[src/rtl/boot_loader_if.sv]
// Boot loader bus bundle: ROM read port on one side, SRAM target write
// ports on the other. The loader is the master of both.
interface boot_loader_if #(
  parameter int DATA_WIDTH  = 8,
  parameter int ADDR_WIDTH  = 17,
  parameter int NUM_TARGETS = 3
) ();
  logic [ADDR_WIDTH-1:0]  rom_addr;
  logic                   rom_n_oe;
  logic [DATA_WIDTH-1:0]  rom_data;
  logic [ADDR_WIDTH-1:0]  addr;
  logic [DATA_WIDTH-1:0]  data;
  logic [NUM_TARGETS-1:0] n_we;

  modport master (
    output rom_addr, rom_n_oe, addr, data, n_we,
    input  rom_data
  );

  modport slave (
    input  rom_addr, rom_n_oe, addr, data, n_we,
    output rom_data
  );
endinterface

[src/rtl/boot_loader.sv]
// Boot loader: copies length-programmable regions from a fixed-latency ROM
// into NUM_TARGETS SRAM targets, verifying a per-target additive checksum.
// Every output is a flop so strobes and enables are glitch-free.
module boot_loader #(
  parameter int DATA_WIDTH   = 8,
  parameter int ADDR_WIDTH   = 17,
  parameter int NUM_TARGETS  = 3,
  parameter int READ_LATENCY = 2,
  localparam int TW = (NUM_TARGETS > 1) ? $clog2(NUM_TARGETS) : 1
) (
  input  logic                              clk,
  input  logic                              rst_n,
  input  logic                              start,
  input  logic [NUM_TARGETS*ADDR_WIDTH-1:0] target_len,
  boot_loader_if.master                     bus,
  output logic                              n_booted,
  output logic                              busy,
  output logic                              error,
  output logic [TW-1:0]                     error_target
);

  localparam int CW = (READ_LATENCY > 1) ? $clog2(READ_LATENCY) : 1;

  typedef enum logic [2:0] {
    ST_IDLE  = 3'd0,
    ST_SETUP = 3'd1,
    ST_READ  = 3'd2,
    ST_WRITE = 3'd3,
    ST_CHECK = 3'd4,
    ST_DONE  = 3'd5,
    ST_FAIL  = 3'd6
  } state_t;

  // Additive checksum step, wraps modulo 2^DATA_WIDTH.
  function automatic logic [DATA_WIDTH-1:0] csum_add(
    input logic [DATA_WIDTH-1:0] acc,
    input logic [DATA_WIDTH-1:0] word
  );
    return acc + word;
  endfunction

  // Active-low one-hot write strobe for target t.
  function automatic logic [NUM_TARGETS-1:0] strobe_for(input logic [TW-1:0] t);
    logic [NUM_TARGETS-1:0] s;
    s = {NUM_TARGETS{1'b1}};
    for (int i = 0; i < NUM_TARGETS; i++) begin
      if (t == TW'(i)) begin
        s[i] = 1'b0;
      end else begin
        s[i] = 1'b1;
      end
    end
    return s;
  endfunction

  state_t                 state_r, state_s;
  logic [TW-1:0]          tgt_r, tgt_s;
  logic [ADDR_WIDTH-1:0]  ptr_r, ptr_s;
  logic [ADDR_WIDTH-1:0]  laddr_r, laddr_s;
  logic [CW-1:0]          cnt_r, cnt_s;
  logic [DATA_WIDTH-1:0]  csum_r, csum_s;
  logic [ADDR_WIDTH-1:0]  addr_r, addr_s;
  logic [DATA_WIDTH-1:0]  data_r, data_s;
  logic [NUM_TARGETS-1:0] n_we_r, n_we_s;
  logic                   rom_n_oe_r, rom_n_oe_s;
  logic                   n_booted_r, n_booted_s;
  logic                   busy_r, busy_s;
  logic                   error_r, error_s;
  logic [TW-1:0]          error_target_r, error_target_s;

  logic [ADDR_WIDTH-1:0]  len_s;
  logic                   last_cnt_s;
  logic                   last_tgt_s;

  assign len_s      = target_len[int'(tgt_r)*ADDR_WIDTH +: ADDR_WIDTH];
  assign last_cnt_s = (cnt_r == CW'(READ_LATENCY - 1));
  assign last_tgt_s = (tgt_r == TW'(NUM_TARGETS - 1));

  // ROM_ADDR is the read pointer flop itself; it only moves at capture edges.
  assign bus.rom_addr  = ptr_r;
  assign bus.rom_n_oe  = rom_n_oe_r;
  assign bus.addr      = addr_r;
  assign bus.data      = data_r;
  assign bus.n_we      = n_we_r;
  assign n_booted      = n_booted_r;
  assign busy          = busy_r;
  assign error         = error_r;
  assign error_target  = error_target_r;

  // Next-state and next-output logic; outputs are computed one cycle ahead
  // so they are registered alongside the state they belong to.
  always_comb begin
    state_s        = state_r;
    tgt_s          = tgt_r;
    ptr_s          = ptr_r;
    laddr_s        = laddr_r;
    cnt_s          = cnt_r;
    csum_s         = csum_r;
    addr_s         = addr_r;
    data_s         = data_r;
    n_we_s         = {NUM_TARGETS{1'b1}};
    rom_n_oe_s     = rom_n_oe_r;
    n_booted_s     = n_booted_r;
    busy_s         = busy_r;
    error_s        = error_r;
    error_target_s = error_target_r;

    case (state_r)
      ST_IDLE, ST_DONE, ST_FAIL: begin
        if (start) begin
          state_s    = ST_SETUP;
          tgt_s      = {TW{1'b0}};
          ptr_s      = {ADDR_WIDTH{1'b0}};
          n_booted_s = 1'b1;
          busy_s     = 1'b1;
          error_s    = 1'b0;
          rom_n_oe_s = 1'b1;
        end else begin
          state_s = state_r;
        end
      end

      ST_SETUP: begin
        if (len_s == {ADDR_WIDTH{1'b0}}) begin
          // Empty region: consumes no ROM words, just one SETUP cycle.
          if (last_tgt_s) begin
            state_s    = ST_DONE;
            busy_s     = 1'b0;
            n_booted_s = 1'b0;
          end else begin
            tgt_s = tgt_r + TW'(1);
          end
        end else begin
          laddr_s    = {ADDR_WIDTH{1'b0}};
          csum_s     = {DATA_WIDTH{1'b0}};
          cnt_s      = {CW{1'b0}};
          rom_n_oe_s = 1'b0;
          state_s    = ST_READ;
        end
      end

      ST_READ: begin
        if (last_cnt_s) begin
          data_s     = bus.rom_data;
          addr_s     = laddr_r;
          csum_s     = csum_add(csum_r, bus.rom_data);
          ptr_s      = ptr_r + ADDR_WIDTH'(1);
          rom_n_oe_s = 1'b1;
          n_we_s     = strobe_for(tgt_r);
          state_s    = ST_WRITE;
        end else begin
          cnt_s = cnt_r + CW'(1);
        end
      end

      ST_WRITE: begin
        laddr_s    = laddr_r + ADDR_WIDTH'(1);
        cnt_s      = {CW{1'b0}};
        rom_n_oe_s = 1'b0;
        if ((laddr_r + ADDR_WIDTH'(1)) == len_s) begin
          state_s = ST_CHECK;
        end else begin
          state_s = ST_READ;
        end
      end

      ST_CHECK: begin
        if (last_cnt_s) begin
          ptr_s      = ptr_r + ADDR_WIDTH'(1);
          rom_n_oe_s = 1'b1;
          if (bus.rom_data != csum_r) begin
            state_s        = ST_FAIL;
            error_s        = 1'b1;
            error_target_s = tgt_r;
            busy_s         = 1'b0;
            n_booted_s     = 1'b1;
          end else if (last_tgt_s) begin
            state_s    = ST_DONE;
            busy_s     = 1'b0;
            n_booted_s = 1'b0;
          end else begin
            tgt_s   = tgt_r + TW'(1);
            state_s = ST_SETUP;
          end
        end else begin
          cnt_s = cnt_r + CW'(1);
        end
      end

      default: begin
        state_s    = ST_IDLE;
        busy_s     = 1'b0;
        n_booted_s = 1'b1;
        rom_n_oe_s = 1'b1;
      end
    endcase
  end

  // State and output registers; async reset drops strobes immediately.
  always_ff @(posedge clk or negedge rst_n) begin
    if (!rst_n) begin
      state_r        <= ST_IDLE;
      tgt_r          <= {TW{1'b0}};
      ptr_r          <= {ADDR_WIDTH{1'b0}};
      laddr_r        <= {ADDR_WIDTH{1'b0}};
      cnt_r          <= {CW{1'b0}};
      csum_r         <= {DATA_WIDTH{1'b0}};
      addr_r         <= {ADDR_WIDTH{1'b0}};
      data_r         <= {DATA_WIDTH{1'b0}};
      n_we_r         <= {NUM_TARGETS{1'b1}};
      rom_n_oe_r     <= 1'b1;
      n_booted_r     <= 1'b1;
      busy_r         <= 1'b0;
      error_r        <= 1'b0;
      error_target_r <= {TW{1'b0}};
    end else begin
      state_r        <= state_s;
      tgt_r          <= tgt_s;
      ptr_r          <= ptr_s;
      laddr_r        <= laddr_s;
      cnt_r          <= cnt_s;
      csum_r         <= csum_s;
      addr_r         <= addr_s;
      data_r         <= data_s;
      n_we_r         <= n_we_s;
      rom_n_oe_r     <= rom_n_oe_s;
      n_booted_r     <= n_booted_s;
      busy_r         <= busy_s;
      error_r        <= error_s;
      error_target_r <= error_target_s;
    end
  end

endmodule

[src/flat_wrapper.sv]
// flat-port wrapper written by rule: the top's interface ports become plain ports
module boot_loader_flat 
#(
  parameter int DATA_WIDTH   = 8,
  parameter int ADDR_WIDTH   = 17,
  parameter int NUM_TARGETS  = 3,
  parameter int READ_LATENCY = 2,
  localparam int TW = (NUM_TARGETS > 1) ? $clog2(NUM_TARGETS) : 1
)
  (clk, rst_n, start, target_len, n_booted, busy, error, error_target, bus_rom_addr, bus_rom_n_oe, bus_addr, bus_data, bus_n_we, bus_rom_data);
  boot_loader_if #(.DATA_WIDTH(DATA_WIDTH), .ADDR_WIDTH(ADDR_WIDTH), .NUM_TARGETS(NUM_TARGETS)) bus_i ();
  input  logic clk;
  input  logic rst_n;
  input  logic start;
  input  logic [NUM_TARGETS*ADDR_WIDTH-1:0] target_len;
  output logic n_booted;
  output logic busy;
  output logic error;
  output logic [TW-1:0] error_target;
  output wire logic [$bits(bus_i.rom_addr)-1:0] bus_rom_addr;
  output wire logic [$bits(bus_i.rom_n_oe)-1:0] bus_rom_n_oe;
  output wire logic [$bits(bus_i.addr)-1:0] bus_addr;
  output wire logic [$bits(bus_i.data)-1:0] bus_data;
  output wire logic [$bits(bus_i.n_we)-1:0] bus_n_we;
  input wire logic [$bits(bus_i.rom_data)-1:0] bus_rom_data;
  assign bus_rom_addr = bus_i.rom_addr;
  assign bus_rom_n_oe = bus_i.rom_n_oe;
  assign bus_addr = bus_i.addr;
  assign bus_data = bus_i.data;
  assign bus_n_we = bus_i.n_we;
  assign bus_i.rom_data = bus_rom_data;
  boot_loader #(.DATA_WIDTH(DATA_WIDTH), .ADDR_WIDTH(ADDR_WIDTH), .NUM_TARGETS(NUM_TARGETS), .READ_LATENCY(READ_LATENCY)) u_core (.clk(clk), .rst_n(rst_n), .start(start), .target_len(target_len), .bus(bus_i), .n_booted(n_booted), .busy(busy), .error(error), .error_target(error_target));
endmodule
[config.mk]
export PLATFORM = sky130hd
export DESIGN_NAME = boot_loader_flat
export DESIGN_NICKNAME = d
export VERILOG_FILES = /design/src/rtl/boot_loader_if.sv /design/src/rtl/boot_loader.sv /design/src/flat_wrapper.sv
export SDC_FILE = /design/constraint.sdc
export NUM_CORES = 1
export LEC_CHECK = 0
export CORE_ASPECT_RATIO = 1.5
export CORE_MARGIN = 4
export CORE_UTILIZATION = 32
export CTS_CLUSTER_SIZE = 40
export DETAILED_ROUTE_END_ITERATION = 6
export GPL_ROUTABILITY_DRIVEN = 0
export SLEW_MARGIN = 40
export SYNTH_ARGS = -nofsm -noshare
export SYNTH_HDL_FRONTEND = slang
export SYNTH_SLANG_ARGS = --single-unit
[constraint.sdc]
create_clock -name clk -period 3.5 [get_ports clk]
set_input_delay 0.7 -clock clk [delete_from_list [all_inputs] [get_ports clk]]
set_output_delay 0.7 -clock clk [all_outputs]
set_load 0.05 [all_outputs]
# Word level (Yosys, flattened, before mapping)
# Cells that the tools add are included.
[totals]
regBits = 82
inputBits = 62
[op_classes]
n_addsub = 5
mul = 1
n_eq_ne = 19
shifts = 1
n_mux = 48
bitwise_logic = 1
reduce_logical = 23
[op_table]
columns = ["cell", "n"]
rows = [
  ["17-bit case mux with 2 select lines", 2],
  ["17-bit 2-to-1 mux", 3],
  ["51-bit by 32-bit variable part select with 17-bit output", 1],
  ["17-bit by 1-bit adder with 17-bit output, second input constant", 2],
  ["3-bit 2-to-1 mux", 10],
  ["1-bit 2-to-1 mux", 18],
  ["17-bit == test", 1],
  ["17-bit zero test", 1],
  ["8-bit 2-to-1 mux", 2],
  ["8-bit case mux with 2 select lines", 1],
  ["3-bit case mux with 5 select lines", 1],
  ["1-bit case mux with 4 select lines", 3],
  ["3-bit AND reduction", 4],
  ["4-bit AND reduction", 3],
  ["2-bit 2-to-1 mux", 5],
  ["2-bit by 1-bit != test with 1-bit output, second input constant", 5],
  ["3-bit == test, second input constant", 3],
  ["8-bit adder", 1],
  ["8-bit != test", 1],
  ["2-bit nonzero test", 4],
  ["2-bit by 5-bit multiplier with 7-bit output, second input constant", 1],
  ["3-bit by 2-bit == test with 1-bit output, second input constant", 2],
  ["2-bit != test, second input constant", 3],
  ["2-bit case mux with 3 select lines", 1],
  ["16 further kinds", 20],
]

# Logic depth before layout (Yosys ltp)
# Gate-level depths: netlist of the first run.
[depth]
depth_word = 5
mapped_depth = 9
ltp_nobuf = 8

# Worst setup path after synthesis of the first run
# OpenSTA, ideal clock, no wires.
[synth_path]
kind = "register -> register"
from = "register u_core.laddr_r[0]"
to = "register u_core.state_r[1]"
setup_time_ns = 0.124
arrival_time_ns = 2.553
slack_ns = 0.823
stages_incl_launch_ff = 9
path_buffers = 0
path_cell_list = "dfrtp_1 > ha_1 > nand3_2 > or2_1 > nor3b_1 > o211ai_1 > a32o_1 > or4_1 > a211o_1"
[synth_via]
elab_chain_cells = 4
[synth_rtl]
columns = ["element", "line", "rtl"]
rows = [
  ["start: declaration", "boot_loader.sv:59", "logic [ADDR_WIDTH-1:0] laddr_r, laddr_s;"],
  ["start signal: assignment", "boot_loader.sv:205", "laddr_r <= {ADDR_WIDTH{1'b0}};"],
  ["start signal: assignment", "boot_loader.sv:220", "laddr_r <= laddr_s;"],
  ["17-bit by 1-bit adder with 17-bit output", "boot_loader.sv:160", "if ((laddr_r + ADDR_WIDTH'(1)) == len_s) begin"],
  ["17-bit == test", "boot_loader.sv:160", ""],
  ["3-bit 2-to-1 mux", "boot_loader.sv:160", ""],
  ["3-bit case mux with 5 select lines", "boot_loader.sv:108", "case (state_r)"],
  ["end signal: assignment", "boot_loader.sv:217", "state_r <= state_s;"],
  ["end: declaration", "boot_loader.sv:56", "state_t state_r, state_s;"],
]
# Every way passes these cells.
# A chain may end at the register's enable or synchronous reset.

# Worst setup path after layout of the first run
# Ends and elaborated chain as after synthesis.

==> results of run 1 <==
[final cells by class]
| type | count | area share |
|---|---|---|
| tap | 203 | 0.03814 |
| inverter | 11 | 0.006201 |
| clock buffer | 9 | 0.03382 |
| timing repair buffer | 123 | 0.1813 |
| sequential | 82 | 0.3091 |
| clock inverter | 7 | 0.008831 |
| multi-input combinational | 472 | 0.4226 |
[worst max-delay path, stage by stage, from the launching register on]
cell and delay (ns):
dfrtp_1 0.50, ha_1 0.29, nand3_2 0.21, or2_1 0.34, nor3b_1 0.31, o211ai_1 0.14
a32o_1 0.28, or4_1 0.54, a211o_1 0.31
[metal layers]
layer	share of wire	global-route usage
met4	0.015	0.04706
met3	0.043	0.02348
met5	0	0
met2	0.52	0.2732
met1	0.42	0.1804
[power by group through the flow]
stage / Combinational [W] / Sequential, W / Clock [W]
6_report: 0.00247 / 0.00141 / 0.000912
5_1_grt: 0.00272 / 0.00144 / 0.000975
3_3_place_gp: 0.00245 / 0.00141 / 0
4_1_cts: 0.00249 / 0.00140 / 0.000932
2_1_floorplan: 0.00145 / 0.00171 / 0
3_5_place_dp: 0.00249 / 0.00142 / 0
[metrics by stage]
stage | worst slack (ns) | total power (W) | area, µm² | std cells
2_1_floorplan | 0.8226 | 0.003162 | 5056 | 598
5_1_grt | 0.2421 | 0.005129 | 6659 | 907
3_5_place_dp | 0.2533 | 0.003907 | 6372 | 891
3_3_place_gp | 0.3313 | 0.003856 | 6369 | 891
6_report | 0.4507 | 0.004793 | 6659 | 907
4_1_cts | 0.4669 | 0.004828 | 6656 | 907
[registers in the layout, indices dropped and copies added, names as in the netlist]
signal,cells
u_core.bus.addr,17
u_core.error_target,2
u_core.bus.rom_addr,17
u_core.tgt_r,2
u_core.csum_r,8
u_core.bus.data,8
u_core.error,1
u_core.bus.rom_n_oe,1
u_core.busy,1
u_core.bus.n_we,3
u_core.laddr_r,17
u_core.n_booted,1
u_core.cnt_r,1
u_core.state_r,3
[cell families (layout without fill, tap and decap cells)]
family,after synthesis,in the layout,share of synthesized area
simple gates,265,265,0.2428
compound gates,126,126,0.1514
flops,82,82,0.4071
buf+inv,44,150,0.03638
xor+xnor,40,40,0.07226
mux,27,27,0.05444
fa+ha+maj,14,14,0.03563
[cell usage in the layout, fill, tap and decap left out, types with 7 or more instances in the layout]
master	netlist	routed
o21ai_1	10	10
nor2_1	46	46
o2bb2ai_1	7	7
o21ai_0	56	56
nand3b_1	9	9
xnor2_1	27	27
mux2i_1	23	23
buf_4	0	11
nand3_1	13	13
xor2_1	12	12
clkdlybuf4s50_1	0	111
nand2_1	138	138
o22ai_1	9	9
a31oi_1	10	10
a21oi_1	9	9
and3_1	12	12
dfrtp_1	77	77
ha_1	12	12
inv_1	11	11
clkbuf_16	0	9
[path summary, 6_finish.rpt]
check                                          startpoint                                  end  slack [ns]  depth (start not counted)
setup / recovery            u_core.laddr_r[0]$_DFFE_PN0P_        u_core.state_r[1]$_DFFE_PN0P_        0.45                          8
hold / removal                                      rst_n  u_core.bus.rom_addr[14]$_DFFE_PN0P_        0.38                          1
setup reg to reg            u_core.laddr_r[0]$_DFFE_PN0P_        u_core.state_r[1]$_DFFE_PN0P_        0.45                          8
hold reg to reg            u_core.bus.addr[0]$_DFFE_PN0P_       u_core.bus.addr[0]$_DFFE_PN0P_        0.47                          2
max in group asynchronous                           rst_n         u_core.csum_r[0]$_DFFE_PN0P_        2.63                          1
min in group clk           u_core.bus.addr[0]$_DFFE_PN0P_       u_core.bus.addr[0]$_DFFE_PN0P_        0.47                          2
==> impl_metrics.tcl, run 1 <==
set metrics [dict create \
    start_util 0.3250 \
    hold_viol 0 \
    combPwrFrac 0.516 \
    synthTopCellsByArea "dfrtp_1 38%, nand2_1 10%, o21ai_0 5.5%, xnor2_1 4.7%, mux2i_1 4.6%" \
    grt_pass1_vias 4560 \
    fill_cells 1584 \
    leakage_nw 2.777 \
    p_int_w 0.002598 \
    rsz0062_at_grt "no" \
    hp-class "in -> async" \
    ys_seq_area_frac 0.4071 \
    outcome "completed" \
    final_util 0.4281 \
    grt_max_degree 83 \
    synth_top_area_cell "dfrtp_1" \
    firstDrtPassIters 4 \
    drt_iter0_drc 234 \
    yosysMostFrequentCell "nand2_1" \
    fin_crit_ns 3.049 \
    relSlewSlack 0.5196 \
    worst_pin_slew_ns 0.7205 \
    die_w_um 110.6 \
    grt_overflow_total 0 \
    clkTransAtPathRegs_ns 0.07 \
    period_share 0.8712 \
    synthArstFlopShare 1.000 \
    detailroute.via_count 4641 \
    synth.distinct_cells 61 \
    crit_required_ns 3.73 \
    synth_edf_count 0 \
    ys_seq_elements 82 \
    worst_clock_skew_ns 0.008687 \
    synthTopCellsByCount "138 x nand2_1, 77 x dfrtp_1, 56 x o21ai_0" \
    grt_pass1_wl_mm 22.47 \
    worst_hold_slack_ns 0.3783 \
    netlist_area_mm2 0.005056 \
    cts_sinks 82 \
    crit_type "reg -> reg" \
    max_freq_mhz 327.9 \
    cp_max_fo 9 \
    cts_tree "done" \
    post-route-drc-count 0 \
    drv_slew 0 \
    dpl.hpwl_mm 10.42 \
    htreeDepth 3 \
    post_cts_buffers 0 \
    die_h_um 162.0 \
    insertion_delay_ns 0.34 \
    setup_viol 0 \
    cp-start-kind "flop" \
    seq_area_mm2 0.002058 \
    synth_top_area_frac 0.3811 \
    seqPwrFrac 0.294 \
    io_pins 113 \
    synth_ff_type "dfrtp_1" \
    syn_avg_cell_area_um2 8.455 \
    ir_drop_mv 0.3402 \
    core_mm2 0.01555 \
    detail-route-antenna-nets 0 \
    finalSetupTns_ns 0 \
    numCtsBuffers 9 \
    ys_warn_count 0 \
    antennaDiodeCount 0 \
    p_sw_w 0.002195 \
    wire_per_inst_um 14.98 \
    multi_input_area_mm2 0.002814 \
    routed_via_density 5.117 \
    drt_wl_total_mm 13.58 \
    maxCapViolCount 0 \
    core.rowCount 56 \
    layout-drive-gt1-share 0.06392 \
    grt_usage 0.1498 \
    end_kind "flop" \
    nNetsFinal 774 \
    clk_path_buf_depth 2 \
    worst_ep_arrival_time_ns 3.27 \
    syn_nets 673 \
    cts_resized 0 \
    power_density_mw_per_mm2 719.8 \
    power_frac_clock 0.190 \
    fp.dieArea_mm2 0.01792 \
    io_buffers 112 \
    swShare 0.4579 \
    root_buffer "clkbuf_16" \
    grt_antenna_before_repair 0 \
    syn_inst 598 \
    syn2layout_area_growth_pct 31.70 \
    cts-hold-fix-buffers 0 \
]
Note: power is estimated with default switching activity, not from simulation.
==> run 2, diff against run 1 <==
- CORE_MARGIN: 4 -> 3
==> run 2 against run 1 <==
Compared with the run above:
- power is 3.1% higher
- maximum frequency up 0.62%
- die area shrank 3.0%
- flip-flop and latch count unchanged
- register-to-register slack improved by 0.02 ns
- core utilization rose by 1.1 points
- global-route usage increased by 1.2 points
- clock-buffer cell count rose by 2
- critical path type unchanged
- largest power group unchanged
==> impl_metrics.tcl, run 2 (synthesized netlist as in run 1, its figures left out) <==
set metrics [dict create \
    outcome "completed" \
    period_share 0.8659 \
    fin_area_mm2 0.006713 \
    setup_viol 0 \
    crit_required_ns 3.72 \
    cp_max_fo 9 \
    nNetsFinal 773 \
    hold_viol 0 \
    dpl.hpwl_mm 10.33 \
    maxCapViolCount 0 \
    end_kind "flop" \
    cts_tree "done" \
    core_mm2 0.01528 \
    fp.dieArea_mm2 0.01738 \
    worst_pin_slew_ns 0.7236 \
    clk_path_buf_depth 2 \
    ir_drop_mv 0.3072 \
    insertion_delay_ns 0.34 \
    htreeDepth 3 \
    layout_commonest_cell "nand2_1" \
    dp_slack_ns 0.2853 \
    layout-drive-gt1-share 0.06259 \
    grt_pass1_wl_mm 22.83 \
    dpl_cell_area_mm2 0.006372 \
    max_freq_mhz 330.0 \
    routed_via_density 5.084 \
    start_util 0.3310 \
    worst_clock_skew_ns 0.007614 \
    rsz0062_at_grt "no" \
    firstDrtPassIters 5 \
    grt_usage 0.1618 \
    fin_crit_ns 3.031 \
    drt_wl_total_mm 13.55 \
    detail-route-antenna-nets 0 \
    numPlacedInstances 886 \
    cts_sinks 82 \
    worst_ep_arrival_time_ns 3.25 \
    grt_overflow_total 0 \
    post_cts_buffers 0 \
    grt_pass1_vias 4606 \
    post-route-drc-count 0 \
    cp-start-kind "flop" \
    cts-hold-fix-buffers 0 \
    wire_per_inst_um 15.03 \
    detailroute.via_count 4586 \
    grt_max_degree 83 \
    io_pins 113 \
    reg2reg_slack_ns 0.47 \
    total_power_w 0.004943 \
    syn2layout_area_growth_pct 32.76 \
    grt_antenna_before_repair 0 \
    core.rowCount 55 \
    root_buffer "clkbuf_16" \
    die_h_um 160.0 \
    drt_iter0_drc 331 \
    power_density_mw_per_mm2 736.4 \
    clkTransAtPathRegs_ns 0.07 \
    crit_type "reg -> reg" \
    postLayoutSetupSlackWorst_ns 0.4694 \
    die_w_um 108.6 \
    numCtsBuffers 9 \
    drv_slew 0 \
    finalSetupTns_ns 0 \
    io_buffers 112 \
    final_cell_mix "138 x nand2_1, 111 x clkdlybuf4s50_1, 77 x dfrtp_1, 56 x o21ai_0, 46 x nor2_1" \
    relSlewSlack 0.5176 \
    cts_resized 0 \
    leakage_nw 2.803 \
    antennaDiodeCount 0 \
    instances_no_fill 902 \
    hp-class "in -> async" \
]
==> run 2: worst max-delay path, stage by stage, from the launching register on <==
cell and delay, ns:
dfrtp_1 0.51, ha_1 0.31, nand3_2 0.21, or2_1 0.34, nor3b_1 0.29, o211ai_1 0.13, a32o_1 0.27, or4_1 0.54
a211o_1 0.31
==> run 2: path summary, 6_finish.rpt <==
path	start	end	depth (start not counted)
max in group asynchronous	rst_n	u_core.csum_r[2]$_DFFE_PN0P_	1
worst min register to register	u_core.bus.data[4]$_DFFE_PN0P_	u_core.bus.data[4]$_DFFE_PN0P_	2
worst max-delay path	u_core.laddr_r[0]$_DFFE_PN0P_	u_core.state_r[1]$_DFFE_PN0P_	8
worst min-delay path	rst_n	u_core.bus.rom_addr[14]$_DFFE_PN0P_	1
min in group clk	u_core.bus.data[4]$_DFFE_PN0P_	u_core.bus.data[4]$_DFFE_PN0P_	2
worst max register to register	u_core.laddr_r[0]$_DFFE_PN0P_	u_core.state_r[1]$_DFFE_PN0P_	8
==> run 2: metal layers <==
metal / track usage / up-vias / share of wire
met5: 0 / - / 0
met4: 0.04710 / 0 / 0.015
met3: 0.02831 / 9 / 0.044
met2: 0.2853 / 141 / 0.52
met1: 0.1990 / 2150 / 0.42
li1: - / 2286 / -
==> run 2: through the flow <==
| step | hold slack (ns) | utilization |
|---|---|---|
| 2_1_floorplan | 0.4044 | - |
| 3_3_place_gp | 0.4567 | 0.4169 |
| 3_5_place_dp | 0.4644 | 0.4171 |
| 4_1_cts | 0.4398 | 0.4392 |
| 5_1_grt | 0.4421 | 0.4394 |
| 6_report | 0.3983 | 0.4394 |
==> run 2: layout make-up <==
class / instances / area [µm²]
fillers: 1522 / 8564
multi-input cells: 472 / 2814
well taps: 199 / 249.0
flip-flops and latches: 82 / 2058
repair buffers: 122 / 1212
clock buffers: 11 / 252.7
clock inverters: 5 / 85.08
inverters: 11 / 41.29
==> run 2: report_power, final <==
part           switching [W]  internal (W)  total [W]
registers           0.000235       0.00117    0.00141
logic                0.00154      0.000945    0.00248
clock network       0.000389      0.000668    0.00106
